[config.mk]
export PLATFORM = sky130hd
export DESIGN_NAME = regfile_sb
export DESIGN_NICKNAME = d
export VERILOG_FILES = /design/src/rtl/regfile_pkg.sv /design/src/rtl/regfile_scoreboard.sv /design/src/rtl/regfile_sb.sv
export SDC_FILE = /design/constraint.sdc
export NUM_CORES = 2
export LEC_CHECK = 0
export CELL_PAD_IN_SITES_DETAIL_PLACEMENT = 1
export CELL_PAD_IN_SITES_GLOBAL_PLACEMENT = 1
export CORE_MARGIN = 2
export CORE_UTILIZATION = 55
export CTS_CLUSTER_SIZE = 16
export DETAILED_ROUTE_END_ITERATION = 6
export HOLD_SLACK_MARGIN = 0.1
export PLACE_DENSITY_LB_ADDON = 0.1
export SYNTH_ARGS = -nofsm -noshare
export SYNTH_HDL_FRONTEND = slang
export SYNTH_SLANG_ARGS = --single-unit
[constraint.sdc]
create_clock -name clk -period 9.1 [get_ports clk]
set_input_delay 2.275 -clock clk [delete_from_list [all_inputs] [get_ports clk]]
set_output_delay 2.275 -clock clk [all_outputs]
set_load 0.1 [all_outputs]
[src/rtl/regfile_pkg.sv]
// Shared constants and sweep-FSM encoding for the scoreboarded register file.
package regfile_pkg;

    localparam int unsigned XLEN_DEF = 64;
    localparam int unsigned NREG_DEF = 32;

    typedef enum logic {
        INIT = 1'b0,
        RUN  = 1'b1
    } state_t;

endpackage

[src/rtl/regfile_scoreboard.sv]
// Pending-producer tracking: one pend bit per register plus a registered popcount.
module regfile_scoreboard
    import regfile_pkg::*;
#(
    parameter int unsigned NREG    = NREG_DEF,
    parameter bit          X0_ZERO = 1'b1,
    parameter bit          BYPASS  = 1'b1
) (
    input  logic                     clk,
    input  logic                     rst,
    input  logic                     en,
    input  logic                     we,
    input  logic [$clog2(NREG)-1:0]  rw,
    input  logic                     issue_en,
    input  logic [$clog2(NREG)-1:0]  issue_rd,
    input  logic                     flush,
    input  logic [$clog2(NREG)-1:0]  ra,
    input  logic [$clog2(NREG)-1:0]  rb,
    output logic                     busy_a,
    output logic                     busy_b,
    output logic [$clog2(NREG):0]    pend_cnt
);

    localparam int unsigned AW = $clog2(NREG);

    logic [NREG-1:0] pend_q;
    logic [NREG-1:0] pend_d;
    logic [AW:0]     cnt_d;

    // Clear is applied before set so a same-cycle reissue keeps the register pending.
    always_comb begin
        pend_d = pend_q;
        if (en) begin
            if (flush) begin
                pend_d = '0;
            end else begin
                if (we) begin
                    pend_d[rw] = 1'b0;
                end
                if (issue_en && !(X0_ZERO && issue_rd == '0)) begin
                    pend_d[issue_rd] = 1'b1;
                end
            end
        end
        cnt_d = '0;
        for (int unsigned i = 0; i < NREG; i++) begin
            cnt_d = cnt_d + (AW+1)'(pend_d[i]);
        end
    end

    always_ff @(posedge clk) begin
        if (!rst) begin
            pend_q   <= '0;
            pend_cnt <= '0;
        end else begin
            pend_q   <= pend_d;
            pend_cnt <= cnt_d;
        end
    end

    assign busy_a = pend_q[ra] && !(BYPASS && we && rw == ra);
    assign busy_b = pend_q[rb] && !(BYPASS && we && rw == rb);

endmodule

[src/rtl/regfile_sb.sv]
// Two-read/one-write register file with a zeroing init sweep and a pending-write scoreboard.
module regfile_sb
    import regfile_pkg::*;
#(
    parameter int unsigned XLEN    = XLEN_DEF,
    parameter int unsigned NREG    = NREG_DEF,
    parameter bit          X0_ZERO = 1'b1,
    parameter bit          BYPASS  = 1'b1
) (
    input  logic                     clk,
    input  logic                     rst,
    input  logic                     we,
    input  logic [$clog2(NREG)-1:0]  Rw,
    input  logic [XLEN-1:0]          W,
    input  logic [$clog2(NREG)-1:0]  Ra,
    input  logic [$clog2(NREG)-1:0]  Rb,
    output logic [XLEN-1:0]          A,
    output logic [XLEN-1:0]          B,
    input  logic                     issue_en,
    input  logic [$clog2(NREG)-1:0]  issue_rd,
    input  logic                     flush,
    output logic                     busy_a,
    output logic                     busy_b,
    output logic [$clog2(NREG):0]    pend_cnt,
    output logic                     ready
);

    localparam int unsigned AW = $clog2(NREG);

    state_t          state_q;
    state_t          state_d;
    logic [AW-1:0]   cnt_q;
    logic [AW-1:0]   cnt_d;
    logic [XLEN-1:0] mem [NREG];
    logic            we_run;
    logic            wr_en;

    always_ff @(posedge clk) begin
        if (!rst) begin
            state_q <= INIT;
            cnt_q   <= '0;
        end else begin
            state_q <= state_d;
            cnt_q   <= cnt_d;
        end
    end

    always_comb begin
        state_d = state_q;
        cnt_d   = cnt_q;
        if (state_q == INIT) begin
            cnt_d = cnt_q + 1'b1;
            if (cnt_q == AW'(NREG - 1)) begin
                state_d = RUN;
            end
        end
    end

    assign ready  = (state_q == RUN);
    assign we_run = ready && we;
    assign wr_en  = we_run && !(X0_ZERO && Rw == '0);

    // Data array has no reset of its own; the sweep is the only thing that clears it.
    always_ff @(posedge clk) begin
        if (rst) begin
            if (state_q == INIT) begin
                mem[cnt_q] <= '0;
            end else if (wr_en) begin
                mem[Rw] <= W;
            end
        end
    end

    always_comb begin
        A = '0;
        B = '0;
        if (ready && !(X0_ZERO && Ra == '0)) begin
            A = (BYPASS && wr_en && Rw == Ra) ? W : mem[Ra];
        end
        if (ready && !(X0_ZERO && Rb == '0)) begin
            B = (BYPASS && wr_en && Rw == Rb) ? W : mem[Rb];
        end
    end

    regfile_scoreboard #(
        .NREG    (NREG),
        .X0_ZERO (X0_ZERO),
        .BYPASS  (BYPASS)
    ) u_sb (
        .clk      (clk),
        .rst      (rst),
        .en       (ready),
        .we       (we_run),
        .rw       (Rw),
        .issue_en (issue_en),
        .issue_rd (issue_rd),
        .flush    (flush),
        .ra       (Ra),
        .rb       (Rb),
        .busy_a   (busy_a),
        .busy_b   (busy_b),
        .pend_cnt (pend_cnt)
    );

endmodule

==> run summary <==
The worst hold path terminates at cnt_q[0]$_SDFFE_PN0N_. The largest single stage delay on the critical path is around 0.79 ns. For this run, the total global-route usage over all layers was measured as 0.360.

The die area came out at 185,000 sq um. For this configuration, the core starts out at a cell density of 0.553. The headroom to the max-slew limit is 0.104. Before antenna repair, the detailed router went through 6 iterations.

The largest net degree at the start of global routing came out at 116. The met1 wire length is between 100 and 150 mm. For this design the static power due to leakage is 35.7 nW. The number of sinks handled by clock tree synthesis came out at 2,092.

After clock tree synthesis, the flow added hold-fix buffers numbering 0. The post-synthesis instance total is 5,477. The average detailed-routed wire length per instance came out at 40.6 um.

The total routed wirelength came out at 332 mm. The synthesized area came out at about 100,000 sq um. The number of antenna violations at the first check in global routing came out at 3. Relative to the synthesized area, the layout overhead comes to 13.2%. The worst vdd rail ir drop is 0.212 mV. Among all flip-flop cells after synthesis, the most frequent one is edfxtp_1. In this run the mean area of a mapped cell was 18.3 sq um. The CTS tree is yes.

The core area is 181,000 sq um. Yosys attributes the largest share of cell area to edfxtp_1 62%, mux4_2 18%, mux2i_1 5.6%. The share of the Yosys chip area taken by registers is 0.624. STA puts the critical path data required time at between 6 and 7 ns. Among the stages of the critical path, the cell type that occurs most often is buf_12. The worst path arrival time is about 5.7 ns.

The clock transition time at the flip-flop clock pins of the worst setup and hold paths is 0.06 ns. The first global-routing pass estimated about 480 mm of wire. Once detailed placement completed, the half-perimeter wirelength came to 178 mm. The clock period minus worst slack came out at 7.99 ns. Setup repair after global routing left no endpoint under its margin. The quantity of I/O buffers inserted on ports is 225.

The maximum buffer depth of the clock tree came out at 3. For the worst flop-to-flop path, the logic depth is 21. Using the TritonRoute via totals, the vias-per-cell ratio works out to 7.56. The highest signal layer in the routed design is met5. Counting flops with a built-in enable in the synthesized netlist gives 2,048.

CTS built an H-tree with a depth of 4. The slack of the worst reg-to-reg path is 2.68 ns. The flow ran to the end, and the final reports show no timing, DRC or antenna violations. The total number of placement rows is 156. The maximum clock skew at final layout is 0.0242 ns.

The power per cell area came out at about 180 nW/um^2. The worst-path cell with the longest stage delay is clkdlybuf4s50_1. The routed length on met2 came out at 161 mm. After synthesis, the share of flip-flops with an asynchronous set or reset is 0. The critical path goes through clkdlybuf4s50_1, buf_4, xnor2_1, nand4_2, o311ai_4, buf_12, a21oi_1, a211o_1, buf_12. The number of max-capacitance violations reported is 0.

The area occupied by multi-input gates is 35,400 sq um. Timing would allow up to around 0.13 GHz. The number of hold violations in the final report is 0. The area used by sequential logic in the layout came out at 62,400 sq um. The routability congestion estimate from global placement came out at about 0.86. The finished cells cover 113,000 sq um. The worst hold path belongs to the class reg2reg. The synthesis-stage register bit count came out at 2,092. The post-route clock period utilization is 0.878. The count of antenna-violating nets left after detailed routing came out at 0. The clock insertion delay at the later pin of the skew report is 0.86 ns. The final-stage net count is ~5,700.

The critical path is of the in2out type. The final global-route overflow total is 0. The largest total area in the synthesized netlist belongs to edfxtp_1. For the pin with the worst max-slew slack, the measured transition is 1.34 ns.

STA classifies the critical path startpoint as an input pin. The worst setup path is captured at an output port. In this run the horizontal extent of the chip is 430 um.

The setup TNS after final layout came out at 0 ns. The number of max-slew violations in the final report came out at 0. The die boundary height is 430 um. The post-synthesis cell type count came out at between 60 and 70. The number of nets handed over by synthesis was 5,600. The via count of the first global-routing pass is 65,195.

The violation count after the first detailed-routing iteration is 7,659. The largest fanout of any net on the critical path came out at 60. For this run, design rule violations remaining after detail routing come to 0.

The number of vias after detailed routing came out at 61,823. The clock buffer count from CTS came out at 215. In this run the cell area measured after placement is 106,000 sq um. The fraction of post-synthesis cell area in the top cell type by area came out at 0.615. The startpoint identified for the worst register-to-register timing path is ready$_SDFF_PN0_. The tree is rooted in a clkbuf_16.

The depth of the worst hold-timing path is 2. The number of setup buffers added after CTS is 0. The number of ports placed on the die boundary came out at 226. The endpoint identified for the worst register-to-register timing path is u_sb.pend_cnt[4]$_SDFF_PN0_. Setup violations remaining at the end of the flow were counted as 0. The warning count from the yosys run is 0. Gates resized during post-CTS repair numbered 0.

Detailed routing placed a total of 31.9 mm of wire on met3. The fraction of final layout cells with drive strength greater than 1 came out at 0.252. The fill cell total of the finished layout came out at 15,044.

The startpoint of the tightest hold check path is cnt_q[0]$_SDFFE_PN0N_.
==> how the worst max path moves through the flow <==
stage	to	cells past startpoint	slack (ns)	start
after floorplan	B[57]	8	1.25	Rb[0]
after global placement	u_sb.pend_cnt[4]$_SDFF_PN0_	21	0.41	Rw[2]
after detailed placement	u_sb.pend_cnt[4]$_SDFF_PN0_	21	0.40	Rw[2]
after CTS	A[20]	9	1.24	Rw[4]
after global routing	u_sb.pend_cnt[4]$_SDFF_PN0_	21	0.97	Rw[4]
final	A[22]	9	1.11	Rw[4]
==> flip-flops by register name, summed over array words and instances, names as in the netlist <==
signal	count
cnt_q	5
mem	2048
u_sb.pend_cnt	6
ready	1
u_sb.pend_q	32
==> metrics by stage <==
| stage | power (W) | std cells | hold slack [ns] | worst slack (ns) | util |
|---|---|---|---|---|---|
| 2_1_floorplan | 0.0115 | 5477 | 0.483 | 1.25 | - |
| 3_3_place_gp | 0.0119 | 7775 | 0.501 | 0.411 | 0.588 |
| 3_5_place_dp | 0.0119 | 7775 | 0.515 | 0.403 | 0.588 |
| 4_1_cts | 0.0205 | 8174 | 0.526 | 1.24 | 0.626 |
| 5_1_grt | 0.0209 | 8174 | 0.579 | 0.970 | 0.626 |
| 6_report | 0.0205 | 8179 | 0.521 | 1.11 | 0.626 |
==> cells in the final DEF (no fill, tap or decap), types with 16 or more instances in the layout <==
master	n
edfxtp_1	2048
mux4_2	804
mux2i_1	558
a221oi_1	249
a22oi_1	248
clkbuf_16	224
a211oi_1	182
buf_12	171
a21oi_1	134
buf_4	134
o21bai_1	121
a211o_1	121
nor2b_1	93
clkdlybuf4s50_1	86
and2_1	83
clkinv_1	68
dfxtp_1	44
nand2_1	41
clkbuf_1	40
nor2_4	36
clkinv_2	32
inv_1	29
fa_1	24
bufinv_16	19
nor2_1	16
a32oi_1	16
==> power by group <==
group | internal, W | switching (W)
clock network | 0.00500 | 0.00381
registers | 0.0105 | 0.0000248
logic | 0.000450 | 0.000756
total | 0.0159 | 0.00459
==> area by class of cell <==
class,instances,share of cell area
diodes,5,0.000111
clock buffers,264,0.0509
clock inverters,135,0.0101
inverters,32,0.00111
multi-input cells,2883,0.313
flip-flops and latches,2092,0.551
well taps,2370,0.0262
repair buffers,398,0.0476
==> synth_stat cells, drive strengths merged, types with 16 or more instances <==
| cell | instances |
|---|---|
| a211o | 121 |
| nor2b | 96 |
| a21oi | 135 |
| fa | 24 |
| edfxtp | 2048 |
| and2 | 84 |
| mux2i | 558 |
| clkbuf | 193 |
| buf | 277 |
| a221oi | 249 |
| a211oi | 182 |
| nand2 | 41 |
| inv | 32 |
| o21bai | 121 |
| dfxtp | 44 |
| nor2 | 52 |
| a22oi | 248 |
| mux4 | 804 |
| a32oi | 16 |
==> metal layers <==
metal,vias up,global-route usage
met5,-,0
met4,2,0.165
met3,975,0.0645
met2,3817,0.586
met1,33045,0.476
li1,23984,-
==> critical path, delay by kind of cell <==
kind            cells  cell delay (ns)
compound gates      3             1.08
simple gates        1             0.30
buf+inv             4             1.73
xor+xnor            1             0.13
==> logic make-up after synthesis <==
group | Yosys count | synth area share
multiplexers | 1363 | 0.237
adder cells (fa/ha/maj) | 34 | 0.00606
AO/OA/AOI/OAI | 1130 | 0.0867
XOR/XNOR | 15 | 0.00139
AND/OR/NAND/NOR | 341 | 0.0197
buffers and inverters | 502 | 0.0253
flip-flops | 2092 | 0.624
No activity file was read; power rests on OpenSTA's default activity.
